==> config.mk <==
export PLATFORM = sky130hd
export DESIGN_NAME = missle_pool_ctl
export DESIGN_NICKNAME = d
export VERILOG_FILES = /design/src/rtl/missle_pool_ctl.sv
export SDC_FILE = /design/constraint.sdc
export NUM_CORES = 1
export LEC_CHECK = 0
export CAP_MARGIN = 20
export CORE_MARGIN = 2
export CORE_UTILIZATION = 35
export CTS_BUF_LIST = sky130_fd_sc_hd__clkbuf_8
export DETAILED_ROUTE_END_ITERATION = 6
export PLACE_DENSITY = 0.59
export SYNTH_ARGS = -nofsm -noshare
export SYNTH_HDL_FRONTEND = slang
export SYNTH_SLANG_ARGS = --single-unit
==> constraint.sdc <==
create_clock -name pclk -period 8.7 [get_ports pclk]
set_input_delay 0.87 -clock pclk [delete_from_list [all_inputs] [get_ports pclk]]
set_output_delay 0.87 -clock pclk [all_outputs]
set_load 0.005 [all_outputs]
==> src/rtl/missle_pool_ctl.sv <==
// missle_pool_ctl: pool of independent missile slots sharing one fire button.
// A button press launches the lowest-index free slot at the player's x
// position; flying slots climb STEP pixels per movement tick and retire at
// the top limit or when game logic reports a hit.
// Ports:
//   pclk, rst        clock, asynchronous active-high reset
//   xpos_in          player x position, captured at launch
//   missle_button    fire request (level, rising edge launches)
//   hit_in           per-slot collision, retires a flying slot
//   xpos_out/ypos_out per-slot positions, 12 bits per slot, slot i at [12i+:12]
//   on_out           per-slot flying flag
//   fire_out         one-cycle pulse per accepted launch
//   busy_out         all slots flying
module missle_pool_ctl #(
  parameter int unsigned N_MISSLES     = 4,
  parameter int unsigned COUNTER_LIMIT = 90000,
  parameter int unsigned STEP          = 1,
  parameter int unsigned Y_START       = 704,
  parameter int unsigned Y_MIN         = 80,
  parameter int unsigned COOLDOWN      = 4096
) (
  input  logic                    pclk,
  input  logic                    rst,
  input  logic [11:0]             xpos_in,
  input  logic                    missle_button,
  input  logic [N_MISSLES-1:0]    hit_in,
  output logic [12*N_MISSLES-1:0] xpos_out,
  output logic [12*N_MISSLES-1:0] ypos_out,
  output logic [N_MISSLES-1:0]    on_out,
  output logic                    fire_out,
  output logic                    busy_out
);

  localparam int unsigned PW = 12;
  localparam int unsigned TW = (COUNTER_LIMIT < 1) ? 1 : $clog2(COUNTER_LIMIT + 1);
  localparam int unsigned CW = (COOLDOWN < 1) ? 1 : $clog2(COOLDOWN + 1);
  localparam logic [PW-1:0] Y_START_P = PW'(Y_START);
  // Lowest ypos that can still take a full step without passing Y_MIN
  localparam logic [PW-1:0] Y_FLOOR   = PW'(Y_MIN + STEP);
  localparam logic [PW-1:0] STEP_P    = PW'(STEP);

  typedef enum logic {IDLE = 1'b0, FLY = 1'b1} slot_state_e;

  slot_state_e          state_q [N_MISSLES];
  slot_state_e          state_d [N_MISSLES];
  logic [PW-1:0]        xpos_q  [N_MISSLES];
  logic [PW-1:0]        xpos_d  [N_MISSLES];
  logic [PW-1:0]        ypos_q  [N_MISSLES];
  logic [PW-1:0]        ypos_d  [N_MISSLES];
  logic [N_MISSLES-1:0] on_d;

  logic          button_q;
  logic          armed_q;
  logic [TW-1:0] tick_cnt_q;
  logic [CW-1:0] cool_q;
  logic [CW-1:0] cool_d;
  logic          fire_q;
  logic          busy_q;

  logic press;
  logic tick;
  logic any_idle;
  logic accept;
  logic launch_pending;

  // State register
  always_ff @(posedge pclk or posedge rst) begin
    if (rst) begin
      for (int i = 0; i < int'(N_MISSLES); i++) begin
        state_q[i] <= IDLE;
        xpos_q[i]  <= '0;
        ypos_q[i]  <= Y_START_P;
      end
      button_q   <= 1'b0;
      armed_q    <= 1'b0;
      tick_cnt_q <= '0;
      cool_q     <= '0;
      fire_q     <= 1'b0;
      busy_q     <= 1'b0;
    end else begin
      state_q    <= state_d;
      xpos_q     <= xpos_d;
      ypos_q     <= ypos_d;
      button_q   <= missle_button;
      // Arms only once the button has been seen released, so a button held
      // through reset cannot fire on its first post-reset cycle.
      armed_q    <= armed_q | ~missle_button;
      tick_cnt_q <= tick ? '0 : tick_cnt_q + 1'b1;
      cool_q     <= cool_d;
      fire_q     <= accept;
      busy_q     <= &on_d;
    end
  end

  // Launch arbitration, cooldown and per-slot next state
  always_comb begin
    press    = missle_button & ~button_q & armed_q;
    tick     = (tick_cnt_q == TW'(COUNTER_LIMIT));
    any_idle = 1'b0;
    for (int i = 0; i < int'(N_MISSLES); i++) begin
      if (state_q[i] == IDLE) any_idle = 1'b1;
    end
    accept = press & (cool_q == '0) & any_idle;

    if (accept)             cool_d = CW'(COOLDOWN);
    else if (cool_q != '0)  cool_d = cool_q - 1'b1;
    else                    cool_d = cool_q;

    // Cleared by the first IDLE slot that takes the launch (lowest index wins)
    launch_pending = accept;
    for (int i = 0; i < int'(N_MISSLES); i++) begin
      state_d[i] = state_q[i];
      xpos_d[i]  = xpos_q[i];
      ypos_d[i]  = ypos_q[i];
      case (state_q[i])
        FLY: begin
          if (hit_in[i]) begin
            state_d[i] = IDLE;
            ypos_d[i]  = Y_START_P;
          end else if (tick) begin
            if (ypos_q[i] >= Y_FLOOR) begin
              ypos_d[i] = ypos_q[i] - STEP_P;
            end else begin
              state_d[i] = IDLE;
              ypos_d[i]  = Y_START_P;
            end
          end
        end
        IDLE: begin
          if (launch_pending) begin
            state_d[i]     = FLY;
            xpos_d[i]      = xpos_in;
            ypos_d[i]      = Y_START_P;
            launch_pending = 1'b0;
          end
        end
        default: begin
          state_d[i] = IDLE;
        end
      endcase
      on_d[i] = (state_d[i] == FLY);
    end
  end

  // Output packing of registered slot state
  for (genvar g = 0; g < int'(N_MISSLES); g++) begin : g_out
    assign xpos_out[PW*g +: PW] = xpos_q[g];
    assign ypos_out[PW*g +: PW] = ypos_q[g];
    assign on_out[g]            = (state_q[g] == FLY);
  end

  assign fire_out = fire_q;
  assign busy_out = busy_q;

endmodule

==> impl_results.md <==
- Post_cts resized: 0
- CTS buffer count: 17
- Syn_nets: ~630
- Final setup viols: 0
- First drt pass iteration count: 4
- Syn. warnings: 0
- Hold Startpoint: xpos_out[35]
- Worst EP arrival: approximately 3.6 ns
- Number of synthesized flops with an enable pin: 0
- Die H: around 140 microns
- Reg-to-Reg End: ypos_out[25]
- Largest family of logic cells by synthesized area: simple AND/OR/NAND/NOR gates
- Synth top area share: 0.481
- Pins Over Slew Limit: 0
- Unique masters post-synth: 63
- Simple-gate share of the synthesized area: 0.181
- Final instance area: 8300 sq um
- Total gr overflow: 0
- Fmax: just over 300 MHz
- Via count: 5110
- Area delta synth->final: 30.7%
- Starting density of the core: 0.355
- Largest net degree at the start of global routing: 84
- Total track usage: 0.173
- DP Area: just under 8000 sq um
- Synthesized flop and latch total: approximately 130
- Worst hold stages: 2
- Final Hold Viols: 0
- Number of buffers added on ports: 120
- Leak: around 3.8 nW
- Commonest non-fill, non-tap cells in the layout: dfrtp_1 (122), clkdlybuf4s50_1 (120), nand2_1 (68), nor2_1 (43), mux2_2 (41)
- XOR/XNOR Fraction of Synth Area: 0.0345
- Fraction of registers with async set/reset: 1.00
- Synth Area in Adders: 0.0236
- Std-Cell Rows: 49
- Max FO, Critical Path: 21
- Nets@finish: 759
- Worst EP required: approximately 9.0 ns
- Power per standard cell area: about 180 nW/um^2
- Worst hold endpoint: xpos_out[35]
- Largest area contributor in the netlist: dfrtp_1
- ANT nets after route: 0
- Share of layout cells above drive strength 1: 0.146
- RSZ-0062 raised after global routing: false
- Post-synthesis area per instance: about 11 sq um
- Max-slew headroom: 0.395
- R2R depth: 7
- Drt via density: 5.27
- Mux contribution to synthesized area: 0.0790
- Critical Path Source Type: flop
- Sink Count: roughly 130
- Synthesized cell area: 6350 sq um
- Setup TNS: 0 ns
- Filler instances: approximately 1700
- Boundary Pins: approximately 120
- Final antenna diode count: 0
- Critical-path cell list: inv_1 > ha_1 > nor4b_1 > nand4_1 > or3_1 > nand2_1 > mux2_2
- Clk buf depth: 2
- Post-synthesis compound-gate area fraction: 0.129
- Worst Skew: around 0.012 ns
- WP buf/inv: 1
- CTS tree: built
- DRT iter0 DRCs: approximately 330
- Max-Cap Viols: 0
- First-pass GRT wire length: around 27 mm
- Worst vdd ir: between 0.0001 and 0.00015 V
- Commonest non-fill, non-tap cell in the layout: dfrtp_1
- Vias in the first global route: about 5000
- Die width: 139 microns
- Post CTS Setup Buffer Count: 0
- Die area: 19200 sq um
- R2r startpoint: cool_q[0]
- Clock latency on the worst-skew pair: ~0.45 ns
- Final wirelength: around 16 mm
- Post-synthesis cell count: 597
- CTS clk-pin slew, worst paths: 0.08 ns
- Slowest cell delay on critical path: 0.82 ns
- Critical Path Sink Type: flop
- Slew of the pin with the lowest slew margin: 0.900 ns
- Placer Congestion: 0.821
- Hold/Removal Path Class: flop to flop
- Antenna violations before repair: 0
- Synth area leaders: dfrtp_1 (48%), mux2_2 (7.3%), dfstp_2 (5.0%)
- Crit-path slowest cell: or3_1
- Synth Flop Type: dfrtp_1
- WL per Instance: roughly 17 microns
- CTS root buf: clkbuf_8
- Post-layout min period: about 3.2 ns
- Final worst-path cycle share: 0.372
- Register area share after synthesis: 0.530
- # hold bufs at CTS: 0
- R2r setup slk: about 5.5 ns
- H-tree depth: 4
- HPWL Detailed: ~12 mm
- CP Class: flop to flop
- Status: finished, final reports clean
- CP delay by family, top: simple AND/OR/NAND/NOR gates
- Total core area: between 15000 and 20000 sq um
- DRC errors left: 0
-- routing by layer --
layer | routed length (microns) | global-route usage | share of wire | vias up
met4 | 321 | 0.0532 | 0.020 | 0
met3 | 568 | 0.0439 | 0.035 | 22
met5 | 0 | 0 | 0 | -
met2 | 8220 | 0.281 | 0.50 | 103
met1 | 7230 | 0.229 | 0.44 | 2577
li1 | - | - | - | 2408
-- worst reg2reg max path, delay by kind of cell (launching register included) --
family                     cells  cell delay, ns
DFF                            1            0.41
muxes                          1            0.35
and+or+nand+nor                4            2.05
adders and majority gates      1            0.20
buffers and inverters          1            0.11
-- synthesized netlist by cell type (13+ instances only) --
cell / count
dfrtp_1: 122
nand2_1: 68
nor2_1: 43
mux2_2: 41
o21ai_0: 33
inv_1: 24
a21oi_1: 23
nand3_1: 18
xnor2_1: 15
nor3_1: 13
or3_1: 13
-- logic make-up (layout without fill, tap and decap cells) --
logic type | Yosys count | count (layout)
flip-flops | 134 | 134
AND/OR/NAND/NOR | 222 | 222
adder cells (fa/ha/maj) | 12 | 12
buffers and inverters | 37 | 181
multiplexers | 45 | 45
AO/OA/AOI/OAI | 122 | 122
XOR/XNOR | 25 | 25
-- layout make-up --
type / count / area, sq um / area share
Sequential cell: 134 / 3370 / 0.406
Clock inverter: 14 / 198 / 0.0238
Clock buffer: 18 / 248 / 0.0299
Multi-Input combinational cell: 426 / 2840 / 0.343
Inverter: 24 / 92.6 / 0.0112
Tap cell: 229 / 287 / 0.0345
Timing Repair Buffer: 125 / 1260 / 0.152
-- report_power, final --
part | internal (W) | leakage [nW] | switching, W
clock network | 0.000323 | 0.225 | 0.000255
logic | 0.0000788 | 1.81 | 0.0000748
registers | 0.000673 | 1.75 | 0.0000512
total | 0.00107 | 3.79 | 0.000381
-- worst max path at each step --
stage                  start            to  depth (start not counted)
2_1_floorplan            rst       armed_q                          1
3_3_place_gp   missle_button  ypos_out[25]                          6
3_5_place_dp   missle_button  xpos_out[22]                          5
4_1_cts        missle_button  ypos_out[25]                          6
5_1_grt            cool_q[0]  ypos_out[25]                          7
6_report           cool_q[0]  ypos_out[25]                          7
-- state kept, by name (all words and copies together) (netlist names) --
signal and count:
tick_cnt_q 17, busy_out 1, button_q 1, armed_q 1, fire_out 1, cool_q 13
ypos_out 48, xpos_out 48, on_out 4
-- per-stage QoR --
stage / std cells / worst slack, ns / total power (W) / util / hold WS, ns
after floorplan: 597 / 4.27 / 0.000812 / - / 0.447
after detailed placement: 935 / 5.03 / 0.000889 / 0.436 / 0.457
after CTS: 967 / 5.49 / 0.00147 / 0.461 / 0.474
after global placement: 935 / 5.04 / 0.000879 / 0.436 / 0.453
after global routing: 970 / 5.19 / 0.00153 / 0.464 / 0.487
final: 970 / 5.46 / 0.00146 / 0.464 / 0.473
(Power assumes the default switching activity.)
